File: config.mk
export PLATFORM = sky130hd
export DESIGN_NAME = serial_add_ctrl
export DESIGN_NICKNAME = d
export VERILOG_FILES = /design/src/rtl/serial_add_ctrl_pkg.sv /design/src/rtl/serial_add_ctrl_add4_slice.sv /design/src/rtl/serial_add_ctrl.sv
export SDC_FILE = /design/constraint.sdc
export NUM_CORES = 1
export LEC_CHECK = 0
export ABC_AREA = 1
export ABC_CLOCK_PERIOD_IN_PS = 5550
export CAP_MARGIN = 20
export CORE_ASPECT_RATIO = 0.8
export CORE_MARGIN = 2
export CORE_UTILIZATION = 50
export DETAILED_ROUTE_END_ITERATION = 10
export PLACE_DENSITY = 0.76
export SYNTH_ARGS = -nofsm -noshare
export SYNTH_HDL_FRONTEND = slang
export SYNTH_HIERARCHICAL = 1
export SYNTH_SLANG_ARGS = --single-unit
File: constraint.sdc
create_clock -name clk -period 5.55 [get_ports clk]
set_clock_uncertainty 0.15 [all_clocks]
set_input_delay 1.11 -clock clk [delete_from_list [all_inputs] [get_ports clk]]
set_output_delay 1.11 -clock clk [all_outputs]
set_load 0.02 [all_outputs]
File: src/rtl/serial_add_ctrl_pkg.sv
// Shared definitions for the nibble-serial adder controller: FSM encoding,
// nibble width and the basic half/full adder cells.
package serial_add_ctrl_pkg;

    localparam int NIB = 4;

    typedef enum logic [1:0] {
        IDLE = 2'd0,
        RUN  = 2'd1,
        DONE = 2'd2
    } state_e;

    // Half adder cell: returns {carry, sum}.
    function automatic logic [1:0] half_add(input logic a, input logic b);
        return {a & b, a ^ b};
    endfunction

    // Full adder cell built from two half adders: returns {carry, sum}.
    function automatic logic [1:0] full_add(input logic a, input logic b, input logic ci);
        logic [1:0] h1;
        logic [1:0] h2;
        h1 = half_add(a, b);
        h2 = half_add(h1[0], ci);
        return {h1[1] | h2[1], h2[0]};
    endfunction

endpackage

File: src/rtl/serial_add_ctrl_add4_slice.sv
// Purely combinational 4-bit ripple-carry slice. Bit 0 is a full cell so the
// registered carry can enter; the upper bits are full cells because the
// ripple carry arrives at each of them.
module add4_slice
    import serial_add_ctrl_pkg::*;
(
    input  logic [NIB-1:0] a,
    input  logic [NIB-1:0] b,
    input  logic           ci,
    output logic [NIB-1:0] s,
    output logic           c
);

    logic [NIB:0] cy;

    // Ripple the carry from bit 0 upwards.
    always_comb begin
        cy    = '0;
        s     = '0;
        cy[0] = ci;
        for (int i = 0; i < NIB; i++) begin
            {cy[i+1], s[i]} = full_add(a[i], b[i], cy[i]);
        end
        c = cy[NIB];
    end

endmodule

File: src/rtl/serial_add_ctrl.sv
// Multi-cycle adder: one 4-bit slice is time-shared over WORDS nibbles, LSB
// nibble first, with the carry registered between nibbles.
//
// Handshake: start is sampled only while busy=0 (IDLE); a sampled start is the
// acceptance and captures ain/bin/cin. busy is high from the cycle after
// acceptance through the done cycle. done pulses for one cycle with so/co
// valid; so/co then hold until the next acceptance clears them.
module serial_add_ctrl
    import serial_add_ctrl_pkg::*;
#(
    parameter  int WORDS = 4,
    localparam int N     = NIB * WORDS
) (
    input  logic         clk,
    input  logic         rst_n,
    input  logic         start,
    input  logic [N-1:0] ain,
    input  logic [N-1:0] bin,
    input  logic         cin,
    output logic         busy,
    output logic         done,
    output logic [N-1:0] so,
    output logic         co,
    output state_e       dbg_state_o
);

    localparam int              IDXW = $clog2(WORDS);
    localparam logic [IDXW-1:0] LAST = IDXW'(WORDS - 1);

    state_e          state_q, state_d;
    logic [IDXW-1:0] idx_q, idx_d;
    logic [N-1:0]    a_q, a_d;
    logic [N-1:0]    b_q, b_d;
    logic            c_q, c_d;
    logic [N-1:0]    so_q, so_d;
    logic            co_q, co_d;

    logic            accept;
    logic            last;
    logic [NIB-1:0]  a_nib;
    logic [NIB-1:0]  b_nib;
    logic [NIB-1:0]  s_nib;
    logic            c_nib;

    assign accept = (state_q == IDLE) && start;
    assign last   = (state_q == RUN) && (idx_q == LAST);

    // Nibble select feeding the shared slice.
    assign a_nib = a_q[NIB*int'(idx_q) +: NIB];
    assign b_nib = b_q[NIB*int'(idx_q) +: NIB];

    add4_slice u_slice (
        .a  (a_nib),
        .b  (b_nib),
        .ci (c_q),
        .s  (s_nib),
        .c  (c_nib)
    );

    // State and datapath registers; reset aborts any operation in flight.
    always_ff @(posedge clk or negedge rst_n) begin
        if (!rst_n) begin
            state_q <= IDLE;
            idx_q   <= '0;
            a_q     <= '0;
            b_q     <= '0;
            c_q     <= 1'b0;
            so_q    <= '0;
            co_q    <= 1'b0;
        end else begin
            state_q <= state_d;
            idx_q   <= idx_d;
            a_q     <= a_d;
            b_q     <= b_d;
            c_q     <= c_d;
            so_q    <= so_d;
            co_q    <= co_d;
        end
    end

    // Next state: IDLE -> RUN on start, RUN -> DONE after the top nibble, DONE -> IDLE.
    always_comb begin
        state_d = state_q;
        case (state_q)
            IDLE:    if (start) state_d = RUN;
            RUN:     if (idx_q == LAST) state_d = DONE;
            DONE:    state_d = IDLE;
            default: state_d = IDLE;
        endcase
    end

    // Operand capture on acceptance, then one nibble written back per RUN cycle.
    always_comb begin
        idx_d = idx_q;
        a_d   = a_q;
        b_d   = b_q;
        c_d   = c_q;
        so_d  = so_q;
        co_d  = co_q;
        if (accept) begin
            a_d   = ain;
            b_d   = bin;
            c_d   = cin;
            idx_d = '0;
            so_d  = '0;
            co_d  = 1'b0;
        end else if (state_q == RUN) begin
            so_d[NIB*int'(idx_q) +: NIB] = s_nib;
            c_d = c_nib;
            if (last) begin
                co_d = c_nib;
            end else begin
                idx_d = idx_q + 1'b1;
            end
        end
    end

    assign busy        = (state_q != IDLE);
    assign done        = (state_q == DONE);
    assign so          = so_q;
    assign co          = co_q;
    assign dbg_state_o = state_q;

endmodule

==> results.json <==
{
  "maxSlewHeadroom_pct": 42.9,
  "hold_path.class": "reg2reg",
  "worstSkewPairLatency_ns": 0.30,
  "io_buffer_count": 56,
  "clock_sink_count": 54,
  "die_w_um": 86.8,
  "die_h_um": 70.2,
  "synth-seq-area-share_pct": 49.3,
  "hold_buffers": 0,
  "cap_violations": 0,
  "clkSlewWorstSetupHoldPaths_ns": 0.09,
  "post-place-ws_ns": 1.85,
  "dr_total_vias": 2240,
  "max_freq_mhz": 266,
  "synth-xor-area-share_pct": 0,
  "area_delta_synth_final_pct": 21.5,
  "crit_path_end_kind": "flop",
  "synth_top_family_by_area": "simple AND/OR/NAND/NOR gates",
  "reg2reg_depth": 17,
  "grt_pass1_wl_um": 10000,
  "min_period_over_period_pct": 67.9,
  "ctsResizeCount": 0,
  "yosys_warnings": 6,
  "synth.largest_area_cell": "dfrtp_1",
  "required_ns": 5.64,
  "io_pins": 57,
  "cts_tree": "built",
  "grt_max_degree": 55,
  "synth_top_area_share_pct": 49.3,
  "ff2ff_setup_slack_ns": 1.78,
  "ys_top_cells_by_count": "nand2_1 (108), dfrtp_1 (54), nand3_1 (34)",
  "place_congestion": 0.830,
  "outcome": "completed",
  "stdcell_count": 449,
  "drc": 0,
  "grt_pass1_vias": 2211,
  "drtIter0Drc": 176,
  "dp.cells": 442,
  "grt-ovfl-total": 0,
  "die_area_um2": 6090,
  "initial_core_util_pct": 51.0,
  "mappedNetlistArea_um2": 2740,
  "synth_nets": 382,
  "nets": 429,
  "htree_levels": 2,
  "max_slew.worst_pin.slew_ns": 0.855,
  "netlist_instances": 337,
  "ys_seq_elements": 54,
  "synth-compound-area-share_pct": 7.30,
  "cts_setup_buffers": 0,
  "synthMuxAreaShare_pct": 0,
  "ys_types": 23,
  "hold_path_depth": 2,
  "slew_violations": 0,
  "synth_area_leaders": "dfrtp_1 (49%), nand2_1 (15%), nand3_1 (6.2%), o21ai_0 (5.8%), inv_1 (4.0%)",
  "finalSetupViolations": 0,
  "core_area_um2": 5380,
  "r2r-end": "so[11]",
  "totalWireLength_um": 5830,
  "rsz0062_at_grt": "no",
  "p_per_area_nw_per_um2": 592,
  "async_reset_ff_share_pct": 100,
  "grt.total_usage_pct": 20.7,
  "tns_ns": 0,
  "synthAdderAreaFrac_pct": 5.20,
  "nFillCells": 466,
  "synth_most_common_cell": "nand2_1",
  "via_per_inst": 4.99,
  "critPathMaxFanout": 33,
  "rows": 24,
  "firstDrtPassIters": 4,
  "min_to": "a_q[2]",
  "fin_ws_ns": 1.78,
  "yosys.area_share.simple_pct": 28.8,
  "crit_arrival_ns": 3.85,
  "wl_per_cell_um": 13.0,
  "antenna_found_initial": 0,
  "hold_viol_final": 0,
  "peakVddDrop_uv": 281,
  "criticalPathCategory": "reg2reg",
  "synth_edf_count": 0,
  "timing.rr.start": "idx_q[0]",
  "startpoint_type": "flop",
  "ys.flop_type": "dfrtp_1",
  "cp-startpoint": "idx_q[0]",
  "period_needed_ns": 3.77,
  "ant_nets": 0,
  "hpwlAfterDp_um": 4130,
  "antenna_cells": 0,
  "drive_gt1_share_pct": 5.21,
  "cts_root_buffer": "clkbuf_8",
  "power.leakage_uw": 0.00166,
  "clock_path_buffers": 2,
  "hp-start": "a_q[2]",
  "post-route-util_pct": 61.9,
  "cts_buffers": 5,
  "syn_area_per_cell_um2": 8.13
}
==> registers in the layout, summed over array words and instances (netlist names) <==
name and cells:
co 1, dbg_state_o 2, idx_q 2, a_q 16
so 16, b_q 16, c_q 1
==> cells by family (layout without fill, tap and decap cells) <==
kind of cell | count (synthesis) | count (layout)
AO/OA/AOI/OAI | 40 | 40
adder cells (fa/ha/maj) | 9 | 9
buffers and inverters | 50 | 97
flip-flops | 54 | 54
AND/OR/NAND/NOR | 184 | 184
==> per-layer routing <==
layer | routed length, µm | track usage [%] | up-vias
met4 | 65 | 5.03 | 0
met3 | 299 | 4.02 | 6
met2 | 2470 | 29.7 | 59
li1 | - | - | 1147
met1 | 2990 | 32.2 | 1028
met5 | 0 | 0 | -
==> cell usage in the layout (no fill, tap or decap) <==
| cell type | Yosys | layout |
|---|---|---|
| nand2_1 | 108 | 108 |
| buf_4 | 1 | 1 |
| clkdlybuf4s50_1 | 0 | 55 |
| buf_2 | 7 | 1 |
| a21oi_1 | 8 | 8 |
| fa_1 | 4 | 4 |
| clkbuf_8 | 0 | 5 |
| nor2_2 | 4 | 4 |
| nand4_1 | 3 | 3 |
| nand3_1 | 34 | 34 |
| nand3b_1 | 2 | 2 |
| nor2_1 | 27 | 27 |
| inv_1 | 29 | 29 |
| inv_4 | 1 | 1 |
| dfrtp_1 | 54 | 54 |
| nand3_4 | 1 | 1 |
| clkinv_1 | 1 | 1 |
| clkbuf_1 | 2 | 2 |
| o21ai_0 | 32 | 32 |
| ha_1 | 5 | 5 |
| inv_2 | 2 | 2 |
| nand2_2 | 4 | 4 |
| nand3_2 | 1 | 1 |
==> worst max-delay path, cell delays in order (launching register included) <==
cell and delay [ns]:
dfrtp_1 0.62, inv_1 0.51, nor2_1 0.21, nor2_1 0.06, o21ai_0 0.11, nand2_1 0.08
inv_1 0.08, fa_1 0.16, inv_1 0.05, fa_1 0.37, fa_1 0.37, inv_1 0.08
fa_1 0.40, inv_1 0.11, nand3_1 0.09, nor2_1 0.13, nor2_1 0.06, nor2_2 0.08
==> worst max path at each step <==
stage               cells past startpoint  endpoint  slack, ns
floorplan                              16    so[11]       2.60
finish                                 17    so[11]       1.78
CTS                                    17    so[11]       1.83
global placement                       16    so[11]       1.95
global route                           17    so[11]       1.38
detailed placement                     17    so[11]       1.85
==> layout make-up <==
| class | instances | area (µm²) | area share, % |
|---|---|---|---|
| multi-input combinational | 233 | 1130 | 34.0 |
| clock buffer | 7 | 76.3 | 2.29 |
| inverter | 33 | 126 | 3.80 |
| sequential | 54 | 1350 | 40.6 |
| tap | 65 | 81.3 | 2.44 |
| timing repair buffer | 57 | 563 | 16.9 |
==> stage by stage <==
| step | total power (µW) | cell area, µm² | hold WS, ns |
|---|---|---|---|
| final | 1970 | 3330 | 0.333 |
| after global routing | 2160 | 3330 | 0.367 |
| after CTS | 1970 | 3330 | 0.337 |
| after detailed placement | 1760 | 3250 | 0.315 |
| after global placement | 1740 | 3250 | 0.315 |
| after floorplan | 1470 | 2740 | 0.294 |
==> power by group <==
group          total, µW  internal (µW)  switching [µW]
Clock                205           87.3             118
Sequential           693            566             127
Combinational       1070            405             668
Total               1970           1060             913
No activity file was read; power rests on OpenSTA's default activity.
